`src/rtl/regfile_pkg.sv`:
```
// Shared constants and types for the datapath register file.
// Default geometry is 16 entries of 16 bits each.
package regfile_pkg;

  localparam int DEFAULT_WIDTH = 16;
  localparam int DEFAULT_DEPTH = 16;
  localparam int DEFAULT_ADDR_W = $clog2(DEFAULT_DEPTH);

  typedef logic [DEFAULT_ADDR_W-1:0] reg_addr_t;
  typedef logic [DEFAULT_WIDTH-1:0]  reg_data_t;

endpackage

```
`src/rtl/regfile_scoreboard.sv`:
```
// Per-entry busy bits.
// A lock sets an entry's bit and a writeback clears it. When both hit the same entry, the lock wins.
import regfile_pkg::*;

module regfile_scoreboard #(
  parameter int DEPTH = DEFAULT_DEPTH,
  parameter int ZERO_REG = 0,
  localparam int ADDR_W = $clog2(DEPTH)
) (
  input  logic              Clock,
  input  logic              Reset,
  input  logic              lock_en,
  input  logic [ADDR_W-1:0] lock_addr,
  input  logic              clear_en,
  input  logic [ADDR_W-1:0] clear_addr,
  input  logic [ADDR_W-1:0] read_addr_a,
  input  logic [ADDR_W-1:0] read_addr_b,
  output logic              busy_a,
  output logic              busy_b
);

  logic [DEPTH-1:0] busy;

  // Entry 0 is never marked busy when it is hardwired to zero.
  always_ff @(posedge Clock) begin
    if (Reset) begin
      busy <= '0;
    end else begin
      for (int i = 0; i < DEPTH; i++) begin
        if (lock_en && (lock_addr == ADDR_W'(i)) && !((ZERO_REG != 0) && (i == 0)))
          busy[i] <= 1'b1;
        else if (clear_en && (clear_addr == ADDR_W'(i)))
          busy[i] <= 1'b0;
      end
    end
  end

  assign busy_a = busy[read_addr_a];
  assign busy_b = busy[read_addr_b];

endmodule

```
`src/rtl/register_file.sv`:
```
// Register file with two combinational read ports, one synchronous write port and a busy scoreboard.
// Define REGFILE_BYPASS_EN to forward same-cycle write data onto the read ports.
import regfile_pkg::*;

module register_file #(
  parameter int WIDTH = DEFAULT_WIDTH,
  parameter int DEPTH = DEFAULT_DEPTH,
  parameter int ZERO_REG = 0,
  localparam int ADDR_W = $clog2(DEPTH)
) (
  input  logic              Clock,
  input  logic              Reset,
  input  logic              WriteEnable,
  input  logic [ADDR_W-1:0] WriteAddr,
  input  logic [WIDTH-1:0]  WriteData,
  input  logic              LockEnable,
  input  logic [ADDR_W-1:0] LockAddr,
  input  logic [ADDR_W-1:0] ReadAddrA,
  input  logic [ADDR_W-1:0] ReadAddrB,
  output logic [WIDTH-1:0]  ReadDataA,
  output logic [WIDTH-1:0]  ReadDataB,
  output logic              BusyA,
  output logic              BusyB
);

  logic [WIDTH-1:0] mem [DEPTH];
  logic             wr_ok;
  logic             zero_a, zero_b;
  logic             hit_a, hit_b;
  logic             sb_busy_a, sb_busy_b;

  assign wr_ok  = WriteEnable && !((ZERO_REG != 0) && (WriteAddr == '0));
  assign zero_a = (ZERO_REG != 0) && (ReadAddrA == '0);
  assign zero_b = (ZERO_REG != 0) && (ReadAddrB == '0);

  always_ff @(posedge Clock) begin
    if (Reset) begin
      for (int i = 0; i < DEPTH; i++)
        mem[i] <= '0;
    end else if (wr_ok) begin
      mem[WriteAddr] <= WriteData;
    end
  end

  regfile_scoreboard #(
    .DEPTH    (DEPTH),
    .ZERO_REG (ZERO_REG)
  ) u_scoreboard (
    .Clock       (Clock),
    .Reset       (Reset),
    .lock_en     (LockEnable),
    .lock_addr   (LockAddr),
    .clear_en    (wr_ok),
    .clear_addr  (WriteAddr),
    .read_addr_a (ReadAddrA),
    .read_addr_b (ReadAddrB),
    .busy_a      (sb_busy_a),
    .busy_b      (sb_busy_b)
  );

`ifdef REGFILE_BYPASS_EN
  // A write hit forwards its data and hides the busy bit that the write is about to clear.
  assign hit_a = wr_ok && (ReadAddrA == WriteAddr);
  assign hit_b = wr_ok && (ReadAddrB == WriteAddr);
`else
  assign hit_a = 1'b0;
  assign hit_b = 1'b0;
`endif

  assign ReadDataA = zero_a ? '0 : (hit_a ? WriteData : mem[ReadAddrA]);
  assign ReadDataB = zero_b ? '0 : (hit_b ? WriteData : mem[ReadAddrB]);
  assign BusyA     = !zero_a && sb_busy_a && !hit_a;
  assign BusyB     = !zero_b && sb_busy_b && !hit_b;

endmodule
```
`config.mk`:
```
export PLATFORM = sky130hd
export DESIGN_NAME = register_file
export DESIGN_NICKNAME = d
export VERILOG_FILES = /design/src/rtl/regfile_pkg.sv /design/src/rtl/regfile_scoreboard.sv /design/src/rtl/register_file.sv
export SDC_FILE = /design/constraint.sdc
export NUM_CORES = 1
export LEC_CHECK = 0
export BUFFER_PORTS_ARGS = -buffer_cell sky130_fd_sc_hd__buf_2
export CAP_MARGIN = 20
export CORE_UTILIZATION = 56
export CTS_BUF_LIST = sky130_fd_sc_hd__clkbuf_16
export CTS_CLUSTER_SIZE = 8
export DETAILED_ROUTE_END_ITERATION = 10
export GPL_ROUTABILITY_DRIVEN = 0
export PLACE_DENSITY_LB_ADDON = 0.05
export SLEW_MARGIN = 5
export SYNTH_ARGS = -nofsm -noshare
export SYNTH_HDL_FRONTEND = slang
export SYNTH_SLANG_ARGS = --single-unit
```
`constraint.sdc`:
```
create_clock -name Clock -period 1.8 [get_ports Clock]
set_input_delay 0.27 -clock Clock [delete_from_list [all_inputs] [get_ports Clock]]
set_output_delay 0.27 -clock Clock [all_outputs]
set_load 0.005 [all_outputs]
```
==> impl_metrics.yaml, run 1 <==
status:
  status: "finished, violations left"
  violations: "setup timing"
synth:
  postSynthCellCount: 954
  netlist.area_leader.share_pct: 53.8
  synthXorXnorAreaFrac_pct: 0
  synth_common_cells: "and2_1, edfxtp_1, mux4_2"
  async_flop_share_pct: 0
  synth_fa_ha_area_share_pct: 0
  ys_seq_area_share_pct: 56.0
  synth_top_family_by_area: "multiplexers"
  synth-edff-count: 256
  synth_seq_cells: 272
  avgSynthCellArea_um2: 15.0
  synthFlopType: "edfxtp_1"
  synth_mux_area_share_pct: 21.4
  synth_top_cell_by_area: "edfxtp_1"
  synthDistinctLibCells: 30
  synth_compound_area_share_pct: 5.05
  synth.most_common_cell: "and2_1"
  synth_area_leaders: "edfxtp_1, mux4_2, and2_1"
  synthesis.nets: 990
  netlist_area_um2: 14300
  synthSimpleGateAreaFrac_pct: 14.4
  yosysWarnings: 0
critical_path:
  path_buf_inv: 2
  cp_slowest_stage_delay_ps: 490
  cp.arrival_ps: 1930
  critPathKind: "reg -> out"
  cp_max_fo: 2
  worst_setup_path_start_kind: "flip-flop"
  crit_required_ps: 1530
  worst_setup_path_end_kind: "output pin"
  path_delay_family: "multiplexers"
  crit_slowest_cell: "mux4_2"
  crit_chain: "mux4_2, a22oi_2, buf_4, nand2_2, buf_2"
cts:
  cts_tree: "done"
  cts-root-buf: "clkbuf_16"
  path_clk_slew_ps: 60
  cts_made_buffers: 39
  clock_sinks: 272
  cts.htree.levels: 2
  post_cts_buffers: 0
  cts_buffer_depth: 3
  clock_latency_ps: 520
timing:
  rsz0062_at_grt: "yes"
  timing.final.crit_share_pct: 122
  maxSlewHeadroom_pct: 54.1
  drv_slew: 0
  period_needed_ps: 2200
  hold_violations: 0
  clock.fmax_mhz: 455
  fin_ws_ps: -397
  setup_viol: 34
  worst_pin_slew_ps: 687
  fin_skew_ps: 0
floorplan:
  initial_core_util_pct: 56.9
  core_area_um2: 25100
  dieArea_um2: 26200
  dieWidth_um: 162
  die_h_um: 162
  io_pins: 70
  num_rows: 58
pwr:
  swShare_pct: 24.1
  worst_ir_drop_vdd_uv: 1010
  pwr-share-clk_pct: 40.1
  power_switching_mw: 3.87
  power_mw: 16.1
  pwr-share-comb_pct: 13.2
  intPower_mw: 12.2
  p_seq_share_pct: 46.7
  powerDensity_nw_per_um2: 929
  power.leakage_nw: 6.29
detailed_routing:
  ant_nets: 0
  vias_per_cell: 6.54
  post-route-drc-count: 0
  wl_mm: 41.8
  vias: 9310
  dr.pass1.iters: 5
  wl_per_cell_um: 29.4
  drt_iter0_drc: 940
global_routing:
  grt_pass1_wl_mm: 62.5
  grt_usage_pct: 33.5
  grt-ovfl-total: 0
  grt_max_degree: 30
  antenna_found_initial: 0
  grt_pass1_vias: 9913
placement:
  io_buffers: 69
  dp_hpwl_mm: 27.6
worst_hold_path:
  worstHoldPathType: "in -> reg"
job:
  maxCapViolations: 0
finish:
  utilization_pct: 68.9
  area_delta_synth_final_pct: 21.0
  nFillCells: 1758
  antenna_cells_inserted: 0
  drive_above_1_share_pct: 38.4
  fin_nets: 1114
cells in the final DEF, fill, tap and decap left out, drive strengths merged, types with 3 or more instances in the layout:
cell,netlist,routed
inv,17,34
nor2,16,16
dfxtp,16,16
edfxtp,256,256
nor3b,4,4
buf,30,165
mux4,136,136
clkbuf,52,39
o21ai,9,9
a22o,6,6
a21o,10,10
and3b,3,3
nand2,45,45
nor2b,6,6
and2,259,259
a22oi,68,68
a21oi,6,6
nor3,5,5
logic make-up (layout without fill, tap and decap cells):
group / count (synthesis) / after routing
buffers and inverters: 99 / 238
muxes: 136 / 136
and+or+nand+nor: 347 / 347
DFF: 272 / 272
AOI/OAI and AO/OA: 100 / 100
worst paths after layout:
path                                      startpoint               endpoint  slack, ps  cells after the start
worst min-delay path                     LockAddr[1]  u_scoreboard.busy[13]         40                      2
worst max register to register  u_scoreboard.busy[7]   u_scoreboard.busy[7]       1140                      2
worst max-delay path                     mem[11][11]          ReadDataA[11]       -400                      5
worst min register to register  u_scoreboard.busy[6]   u_scoreboard.busy[6]        490                      2
per-layer routing:
metal | vias up | part of all wire (%) | track usage [%]
met2 | 510 | 50 | 55.7
met3 | 99 | 8.1 | 5.23
met1 | 4791 | 38 | 44.4
li1 | 3910 | - | -
met5 | - | 0 | 0
met4 | 0 | 3.3 | 13.5
per-stage QoR:
| stage | std cells | TNS [ps] | cell area, um2 | setup WS, ps | hold slack (ps) |
|---|---|---|---|---|---|
| floorplan | 954 | 0 | 14300 | 3.06 | 388 |
| global placement | 1368 | -7400 | 15900 | -310 | 467 |
| detailed placement | 1368 | -7870 | 15900 | -341 | 474 |
| CTS | 1423 | -11420 | 17200 | -405 | 16.9 |
| global route | 1423 | -12970 | 17300 | -467 | 28.6 |
| finish | 1423 | -11340 | 17300 | -397 | 35.5 |
power by group through the flow:
stage          registers [mW]  logic [mW]  clock network [mW]
4_1_cts                  7.50        2.08                6.49
2_1_floorplan            7.51        1.11                   0
6_report                 7.50        2.13                6.44
3_5_place_dp             7.61        1.96                   0
3_3_place_gp             7.57        1.93                   0
5_1_grt                  7.53        2.23                6.71
what timing repair did:
item                                   CTS  global route
endpoints found under the hold margin    0             0
pin swaps                               44             4
hold buffers                             0             0
setup endpoints to repair               34            34
resized for setup                       67            12
worst reg2reg max path, cell delays in order (launching register included):
cell and delay [ps]:
dfxtp_1 350, inv_1 40, o21ai_0 190
state kept, by name, indices dropped and copies added, names as in the netlist:
register and cells:
mem 256, u_scoreboard.busy 16
final cells by class:
type,count,area [um2],area share (%)
clock inverters,17,78.8,0.456
well taps,330,413,2.39
inverters,17,63.8,0.369
repair buffers,165,1590,9.21
multi-input cells,583,6160,35.6
flip-flops and latches,272,8010,46.3
clock buffers,39,976,5.64
Note: power is estimated with default switching activity, not from simulation.
==> inputs of run 2 (changes only) <==
- CORE_MARGIN: default -> 2
==> run 2 against run 1 <==
  * The run still ends with setup timing left
  * First-iteration DRC count increased by 18%
  * Register-to-register slack about the same
  * Worst setup slack got worse by 29 ps
  * Total power increased by 0.91%
  * Global-route usage decreased by 0.64 points
  * Largest power group unchanged
  * Combinational power increased by 2%
  * Final cell count increased by 1.4%
  * Flip-flop and latch count unchanged
  * Hold slack improved by 9.4 ps
==> impl_metrics.yaml, run 2 (synthesis results as in run 1) <==
timing:
  rsz0062_at_grt: "yes"
  final.setup.tns_ps: -11490
  holdWs_ps: 45.0
  period_needed_ps: 2230
  fin_skew_ps: 0
  drv_slew: 0
  hold_violations: 0
  worst_pin_slew_ps: 677
  clock.fmax_mhz: 449
  fin_ws_ps: -426
  setup_viol: 34
  timing.final.crit_share_pct: 124
  maxSlewHeadroom_pct: 54.8
floorplan:
  core_area_um2: 25100
  dieWidth_um: 164
  dieArea_um2: 26800
  die_h_um: 164
  io_pins: 70
  initial_core_util_pct: 56.9
  num_rows: 58
critical_path:
  path_delay_family: "multiplexers"
  crit_required_ps: 1530
  crit_slowest_cell: "mux4_2"
  critPathKind: "reg -> out"
  cp.arrival_ps: 1960
  cp_max_fo: 2
  path_buf_inv: 1
  crit_chain: "mux4_2, a22oi_2, nand2_1, buf_2"
  cp_slowest_stage_delay_ps: 490
  worst_setup_path_start_kind: "flip-flop"
  worst_setup_path_end_kind: "output pin"
global_routing:
  grt_pass1_wl_mm: 62.9
  grt_pass1_vias: 9969
  grt-ovfl-total: 0
  antenna_found_initial: 1
  grt_usage_pct: 32.8
  grt_max_degree: 24
cts:
  clock_latency_ps: 510
  cts_made_buffers: 40
  cts.htree.levels: 2
  clock_sinks: 272
  cts-root-buf: "clkbuf_16"
  cts_tree: "done"
  path_clk_slew_ps: 60
  cts_hold_buf: 0
  cts_buffer_depth: 3
job:
  maxCapViolations: 0
finish:
  largest_registers: "mem (256), u_scoreboard.busy (16)"
  drive_above_1_share_pct: 38.7
  top_register: "mem"
  largest_reg_flops: 256
  nFillCells: 1692
  layoutNonFillerInstCount: 1443
  final_common_cell: "and2_1"
  fin_nets: 1134
  antenna_cells_inserted: 0
  layout.cells.most_common_list: "and2_1, edfxtp_1, mux4_2"
  utilization_pct: 69.5
  area_delta_synth_final_pct: 22.0
detailed_routing:
  dr_wl_met3_mm: 3.99
  wl_met2_mm: 20.8
  drt_iter0_drc: 1109
  vias: 9452
  wl_mm: 41.9
  dr.pass1.iters: 5
  post-route-drc-count: 0
  vias_per_cell: 6.55
  wl_met1_mm: 16.0
  wl_per_cell_um: 29.0
  ant_nets: 0
  dr.max_layer_used: "met4"
placement:
  dp_slack_ps: -345
  io_buffers: 69
  dp_hpwl_mm: 28.5
  dp.cells: 1385
status:
  status: "finished, violations left"
  violations: "setup timing"
pwr:
  worst_ir_drop_vdd_uv: 855
  power.leakage_nw: 6.40
  powerDensity_nw_per_um2: 929
worst_hold_path:
  worstHoldPathType: "in -> reg"
-- run 2: worst paths after layout --
kind                    startpoint                     to  slack, ps  cells past startpoint
max                    mem[15][15]          ReadDataB[15]       -430                      4
min                    LockAddr[1]  u_scoreboard.busy[13]         40                      2
max reg2reg  u_scoreboard.busy[13]  u_scoreboard.busy[13]       1140                      2
min reg2reg  u_scoreboard.busy[11]  u_scoreboard.busy[11]        480                      2
-- run 2: metal layers --
layer  vias to the layer above  track usage (%)
met2                       520             54.0
met5                         -                0
met4                         0             10.3
met3                        95             6.82
li1                       3957                -
met1                      4880             44.5
-- run 2: worst reg2reg max path: stages, from the launching register on --
cell and delay [ps]:
dfxtp_1 360, inv_1 70, o32ai_1 130
-- run 2: stage by stage --
step	instance area (um2)	total power, mW
5_1_grt	17400	16.7
2_1_floorplan	14300	8.62
6_report	17400	16.2
3_3_place_gp	15900	9.52
4_1_cts	17300	16.2
3_5_place_dp	16000	9.59
-- run 2: cell type report --
cell class                      count  area (um2)  share of cell area, %
Inverter                           17        63.8                  0.366
Multi-Input combinational cell    583        6160                   35.3
Clock buffer                       40        1000                   5.74
Timing Repair Buffer              184        1700                   9.77
Sequential cell                   272        8010                   45.9
Clock inverter                     17        86.3                  0.495
Tap cell                          330         413                   2.37
-- run 2: timing repair --
item,in CTS,in global routing
pin swaps,41,3
setup buffers,0,0
resized for setup,60,20
gates cloned,0,0
endpoints found under the setup margin,34,34
-- run 2: where the power goes --
part	internal (mW)	switching (mW)
Sequential	7.30	0.197
Clock	3.94	2.59
Combinational	1.07	1.10
